### config.mk
export PLATFORM = sky130hd
export DESIGN_NAME = instr_fetch_unit
export DESIGN_NICKNAME = d
export VERILOG_FILES = /design/src/rtl/instr_fetch_unit.sv
export SDC_FILE = /design/constraint.sdc
export NUM_CORES = 1
export LEC_CHECK = 0
export CORE_MARGIN = 8
export CORE_UTILIZATION = 58
export CTS_BUF_LIST = sky130_fd_sc_hd__clkbuf_8
export DETAILED_ROUTE_END_ITERATION = 10
export PLACE_DENSITY = 0.9
export SYNTH_ARGS = -nofsm -noshare
export SYNTH_HDL_FRONTEND = slang
export SYNTH_SLANG_ARGS = --single-unit
### constraint.sdc
create_clock -name clk -period 7.62 [get_ports clk]
set_clock_uncertainty 0.15 [all_clocks]
set_input_delay 0.762 -clock clk [delete_from_list [all_inputs] [get_ports clk]]
set_output_delay 0.762 -clock clk [all_outputs]
set_load 0.02 [all_outputs]
### src/rtl/instr_fetch_unit.sv
// instr_fetch_unit: owns the PC, issues word reads to instruction memory and presents the
// returned words in program order to decode. A redirect flushes buffered words and marks
// every outstanding response for discard.
module instr_fetch_unit #(
   parameter logic [31:0] RESET_PC  = 32'h0000_0000,
   parameter int unsigned BUF_DEPTH = 2
) (
   input  logic        clk,
   input  logic        rst,
   output logic        imemReqValid,
   output logic [31:0] imemReqAddr,
   input  logic        imemReqReady,
   input  logic        imemRespValid,
   input  logic [31:0] imemRespData,
   output logic        outValid,
   output logic [31:0] outInstr,
   output logic [31:0] outPC,
   output logic [5:0]  outOpcode,
   input  logic        inReady,
   input  logic        redirectValid,
   input  logic [31:0] redirectPC
);

   localparam int unsigned AW = (BUF_DEPTH > 1) ? $clog2(BUF_DEPTH) : 1;
   localparam int unsigned CW = AW + 1;
   localparam logic [CW:0] DEPTH_C = (CW + 1)'(BUF_DEPTH);

   localparam logic [1:0] ST_BOOT  = 2'd0;
   localparam logic [1:0] ST_RUN   = 2'd1;
   localparam logic [1:0] ST_DRAIN = 2'd2;

   logic [1:0]    r_state;
   logic [1:0]    w_state_d;
   logic [31:0]   r_pc;
   logic [CW-1:0] r_inflight;
   logic [CW-1:0] r_fifo_cnt;
   logic [CW-1:0] r_drop_cnt;
   logic [CW-1:0] w_drop_d;
   logic [AW-1:0] r_wr_ptr;
   logic [AW-1:0] r_rd_ptr;
   logic [AW-1:0] r_tag_wr_ptr;
   logic [AW-1:0] r_tag_rd_ptr;
   logic [31:0]   r_fifo_instr [BUF_DEPTH];
   logic [31:0]   r_fifo_pc    [BUF_DEPTH];
   logic [31:0]   r_tag_pc     [BUF_DEPTH];

   logic          w_active;
   logic          w_pop;
   logic [CW:0]   w_occ;
   logic          w_req_valid;
   logic          w_fire;
   logic          w_resp;
   logic          w_drop;
   logic          w_push;
   logic          w_unused_redirect_lsbs;

   assign w_unused_redirect_lsbs = ^redirectPC[1:0];

   // Handshakes, occupancy and next drop count / state.
   always_comb begin
      w_active = (r_state != ST_BOOT);
      outValid = (r_fifo_cnt != '0);
      w_pop    = outValid & inReady;
      // A pop this cycle frees a slot, which keeps single-cycle memory at full rate.
      w_occ       = {1'b0, r_inflight} + {1'b0, r_fifo_cnt} - {{CW{1'b0}}, w_pop};
      w_req_valid = w_active && (w_occ < DEPTH_C);
      w_fire      = w_req_valid & imemReqReady;
      // A response with nothing outstanding is a protocol error and is ignored.
      w_resp = imemRespValid && (r_inflight != '0);
      w_drop = w_resp && (redirectValid || (r_drop_cnt != '0));
      w_push = w_resp && !w_drop;

      w_drop_d = r_drop_cnt;
      if (redirectValid) begin
         w_drop_d = r_inflight + CW'(w_fire) - CW'(w_resp);
      end else if (w_drop) begin
         w_drop_d = r_drop_cnt - CW'(1);
      end

      w_state_d = ST_RUN;
      if (r_state != ST_BOOT && w_drop_d != '0) begin
         w_state_d = ST_DRAIN;
      end
   end

   // Output presentation; head fields read as zero while the buffer is empty.
   always_comb begin
      imemReqValid = w_req_valid;
      imemReqAddr  = r_pc;
      outInstr     = '0;
      outPC        = '0;
      if (outValid) begin
         outInstr = r_fifo_instr[r_rd_ptr];
         outPC    = r_fifo_pc[r_rd_ptr];
      end
      outOpcode = outInstr[31:26];
   end

   // Control state: PC, counters, pointers and FSM.
   always_ff @(posedge clk) begin
      if (rst) begin
         r_state      <= ST_BOOT;
         r_pc         <= RESET_PC;
         r_inflight   <= '0;
         r_fifo_cnt   <= '0;
         r_drop_cnt   <= '0;
         r_wr_ptr     <= '0;
         r_rd_ptr     <= '0;
         r_tag_wr_ptr <= '0;
         r_tag_rd_ptr <= '0;
      end else begin
         r_state      <= w_state_d;
         r_drop_cnt   <= w_drop_d;
         r_inflight   <= r_inflight + CW'(w_fire) - CW'(w_resp);
         r_tag_wr_ptr <= r_tag_wr_ptr + AW'(w_fire);
         r_tag_rd_ptr <= r_tag_rd_ptr + AW'(w_resp);
         r_wr_ptr     <= r_wr_ptr + AW'(w_push);
         if (redirectValid) begin
            r_pc       <= {redirectPC[31:2], 2'b00};
            r_rd_ptr   <= r_wr_ptr;
            r_fifo_cnt <= '0;
         end else begin
            if (w_fire) begin
               r_pc <= r_pc + 32'd4;
            end
            r_rd_ptr   <= r_rd_ptr + AW'(w_pop);
            r_fifo_cnt <= r_fifo_cnt + CW'(w_push) - CW'(w_pop);
         end
      end
   end

   // Storage: PC tags written at issue, words written with their tag on response.
   always_ff @(posedge clk) begin
      if (w_fire) begin
         r_tag_pc[r_tag_wr_ptr] <= r_pc;
      end
      if (w_push) begin
         r_fifo_instr[r_wr_ptr] <= imemRespData;
         r_fifo_pc[r_wr_ptr]    <= r_tag_pc[r_tag_rd_ptr];
      end
   end

endmodule

==> flow_summary.json <==
{
  "run_status": "finished, final reports clean",
  "drive_above_1_share_pct": 11.76,
  "ff2ff_path_depth": 17,
  "async_flop_share_pct": 0,
  "grt_pass1_wl_um": 30850,
  "cts_tree": "yes",
  "final_common_cell": "edfxtp_1",
  "cts_made_buffers": 37,
  "die_w_um": 142.6,
  "critPathCaptureType": "primary output",
  "drt-total-wl_um": 20230,
  "critPathMaxStageDelay_ns": 0.62,
  "coreArea_mm2": 0.01577,
  "ys_types": 49,
  "critical_path_class": "input pin to primary output",
  "drt_iter0_drc": 423,
  "dr.pass1.iters": 5,
  "finalHoldViolations": 0,
  "die_area_mm2": 0.02033,
  "syn_inst": 650,
  "final_area_mm2": 0.01179,
  "p_sw_uw": 784.9,
  "worst_pin_slew_ns": 1.151,
  "avgViaCountPerCell": 5.510,
  "power.total_mw": 3.045,
  "drc": 0,
  "syn_to_final_growth_pct": 26.91,
  "period_needed_ns": 4.418,
  "timing.fmax_mhz": 226.3,
  "routed-wl-met3_um": 1941,
  "num_vias": 5874,
  "arrival_ns": 3.51,
  "max-cap-violations": 0,
  "pin_count": 174,
  "insertion_delay_ns": 0.53,
  "cts_root_buf": "clkbuf_8",
  "start_kind": "input pin",
  "ys_ff_latch": 226,
  "antenna_found_initial": 0,
  "multi_input_area_mm2": 0.002665,
  "worst_slack_ns": 3.202,
  "crit_top_cell": "clkdlybuf4s50_1",
  "rsz0062_at_grt": "false",
  "power_frac_seq_pct": 51.5,
  "seq_area_frac_synth_pct": 68.52,
  "r2r_start": "r_fifo_cnt[1]",
  "wl_per_cell_um": 18.98,
  "fin_crit_sh_pct": 57.98,
  "cts_num_sinks": 226,
  "vdd_drop_max_uv": 170.6,
  "start_util_pct": 58.92,
  "avgSynthCellArea_um2": 14.29,
  "routabilityCongestion": 0.8593,
  "layout_common_cells": "184 x edfxtp_1, 167 x clkdlybuf4s50_1, 91 x nor2_1, 62 x mux2i_1, 42 x clkbuf_8",
  "cts.path.max_buffers": 3,
  "clkTransAtPathRegs_ns": 0.06,
  "reg2reg_slack_ns": 3.58,
  "hp-class": "flop to flop",
  "die_y_um": 142.6,
  "crit_start": "inReady",
  "whs_ns": 0.3549,
  "final_cell_count_no_fill": 1066,
  "setup_viol": 0,
  "diodes": 0,
  "grt_usage_pct": 19.52,
  "dp_hpwl_um": 13520,
  "grt_max_degree": 64,
  "crit_slowest_cell": "clkdlybuf4s50_1",
  "dr.max_layer_used": "met4",
  "path_cells": "clkdlybuf4s50_1, and2_1, ha_1, nand2b_1, fa_1, xor2_1, and3_1, clkdlybuf4s50_1",
  "num_rows": 46,
  "drt-met1-wl_um": 7859,
  "ys_warn_count": 0,
  "post_cts_buffers": 0,
  "dpl.cell_count": 1003,
  "routed-wl-met2_um": 9927,
  "slew_headroom_pct": 23.24,
  "h-tree-depth": 2,
  "final_util_pct": 74.77,
  "dpl_cell_area_mm2": 0.01110,
  "seqCellArea_mm2": 0.006370,
  "slew_violations": 0,
  "holdPathEnd": "r_rd_ptr",
  "overflow": 0,
  "pwr-share-clk_pct": 32.1,
  "required_ns": 6.71,
  "p_leak_nw": 3.991,
  "hp-start": "r_wr_ptr",
  "min_path_cells": 2,
  "synth-main-ff-cell": "edfxtp_1",
  "critPathMaxFanout": 4,
  "cts.repair.resized": 0,
  "dp_slack_ns": 2.931,
  "grt_pass1_vias": 6119,
  "comb_power_share_pct": 16.4,
  "rr_endpoint": "r_state[1]",
  "nets": 909,
  "intPower_mw": 2.260,
  "syn_area_mm2": 0.009291,
  "switching_share_pct": 25.78,
  "synth-edff-count": 184,
  "placement.io_buffers": 167,
  "tns_ns": 0,
  "fillCellCount": 986,
  "ctsHoldBuffers": 0,
  "antenna_left": 0,
  "cellPowerDensity_mw_per_mm2": 258.2
}
-- flip-flops by register name, summed over array words and instances, names as in the netlist --
name          count
r_fifo_instr     64
r_fifo_pc        60
r_tag_pc         60
imemReqAddr      30
r_drop_cnt        2
r_fifo_cnt        2
r_inflight        2
r_state           2
r_rd_ptr          1
r_tag_rd_ptr      1
r_tag_wr_ptr      1
r_wr_ptr          1
-- kinds of logic after synthesis --
| group | after synthesis | synth area share, % |
|---|---|---|
| multiplexers | 92 | 10.32 |
| buffers and inverters | 57 | 3.057 |
| adder cells (fa/ha/maj) | 13 | 1.831 |
| flip-flops | 226 | 68.52 |
| AND/OR/NAND/NOR | 177 | 9.319 |
| other | 1 | 0.04036 |
| XOR/XNOR | 35 | 3.299 |
| AO/OA/AOI/OAI | 49 | 3.622 |
-- critical path: cells and delay by family --
family	cells	cell delay [ns]
fa+ha+maj	2	0.67
simple gates	3	0.60
buf+inv	2	1.08
xor+xnor	1	0.40
-- power groups by stage --
stage          Sequential [mW]  Combinational [mW]  Clock, mW
2_1_floorplan             1.57               0.324          0
6_report                  1.57               0.499      0.978
3_3_place_gp              1.58               0.472          0
5_1_grt                   1.58               0.540       1.06
3_5_place_dp              1.59               0.498          0
4_1_cts                   1.57               0.504       1.00
-- final cells by class --
type / instances / share of cell area (%)
clock buffer: 42 / 4.902
clock inverter: 21 / 0.9868
inverter: 16 / 0.5093
multi-input combinational: 370 / 22.60
sequential: 226 / 54.02
tap: 216 / 2.292
timing repair buffer: 175 / 14.69
-- worst max path at each step --
stage                    to  slack (ns)  cells past startpoint
2_1_floorplan    r_state[1]        3.70                     17
3_3_place_gp     r_state[1]        3.01                     16
3_5_place_dp     r_state[1]        2.93                     16
4_1_cts        imemReqValid        3.22                      8
5_1_grt        imemReqValid        3.15                      8
6_report       imemReqValid        3.20                      8
-- Yosys cell counts, types with 11 or more instances --
cell,count,area (µm²)
clkbuf_1,19,71.32
nand4_1,11,68.82
nor2_1,92,345.3
a21oi_1,11,55.05
a211oi_1,19,142.6
edfxtp_1,184,5525
xor2_1,13,113.9
dfxtp_1,42,840.8
inv_1,15,56.30
mux2i_1,62,620.6
nand2_1,16,60.06
mux2_2,30,337.8
ha_1,12,150.1
nand3_1,11,55.05
xnor2_1,22,192.7
-- per-layer routing --
metal  GRT usage, %  up-vias
met3          6.642       45
met2          33.97      281
met5              0        -
met4          7.215        0
met1          21.73     2801
li1               -     2747
No activity file was read; power rests on OpenSTA's default activity.
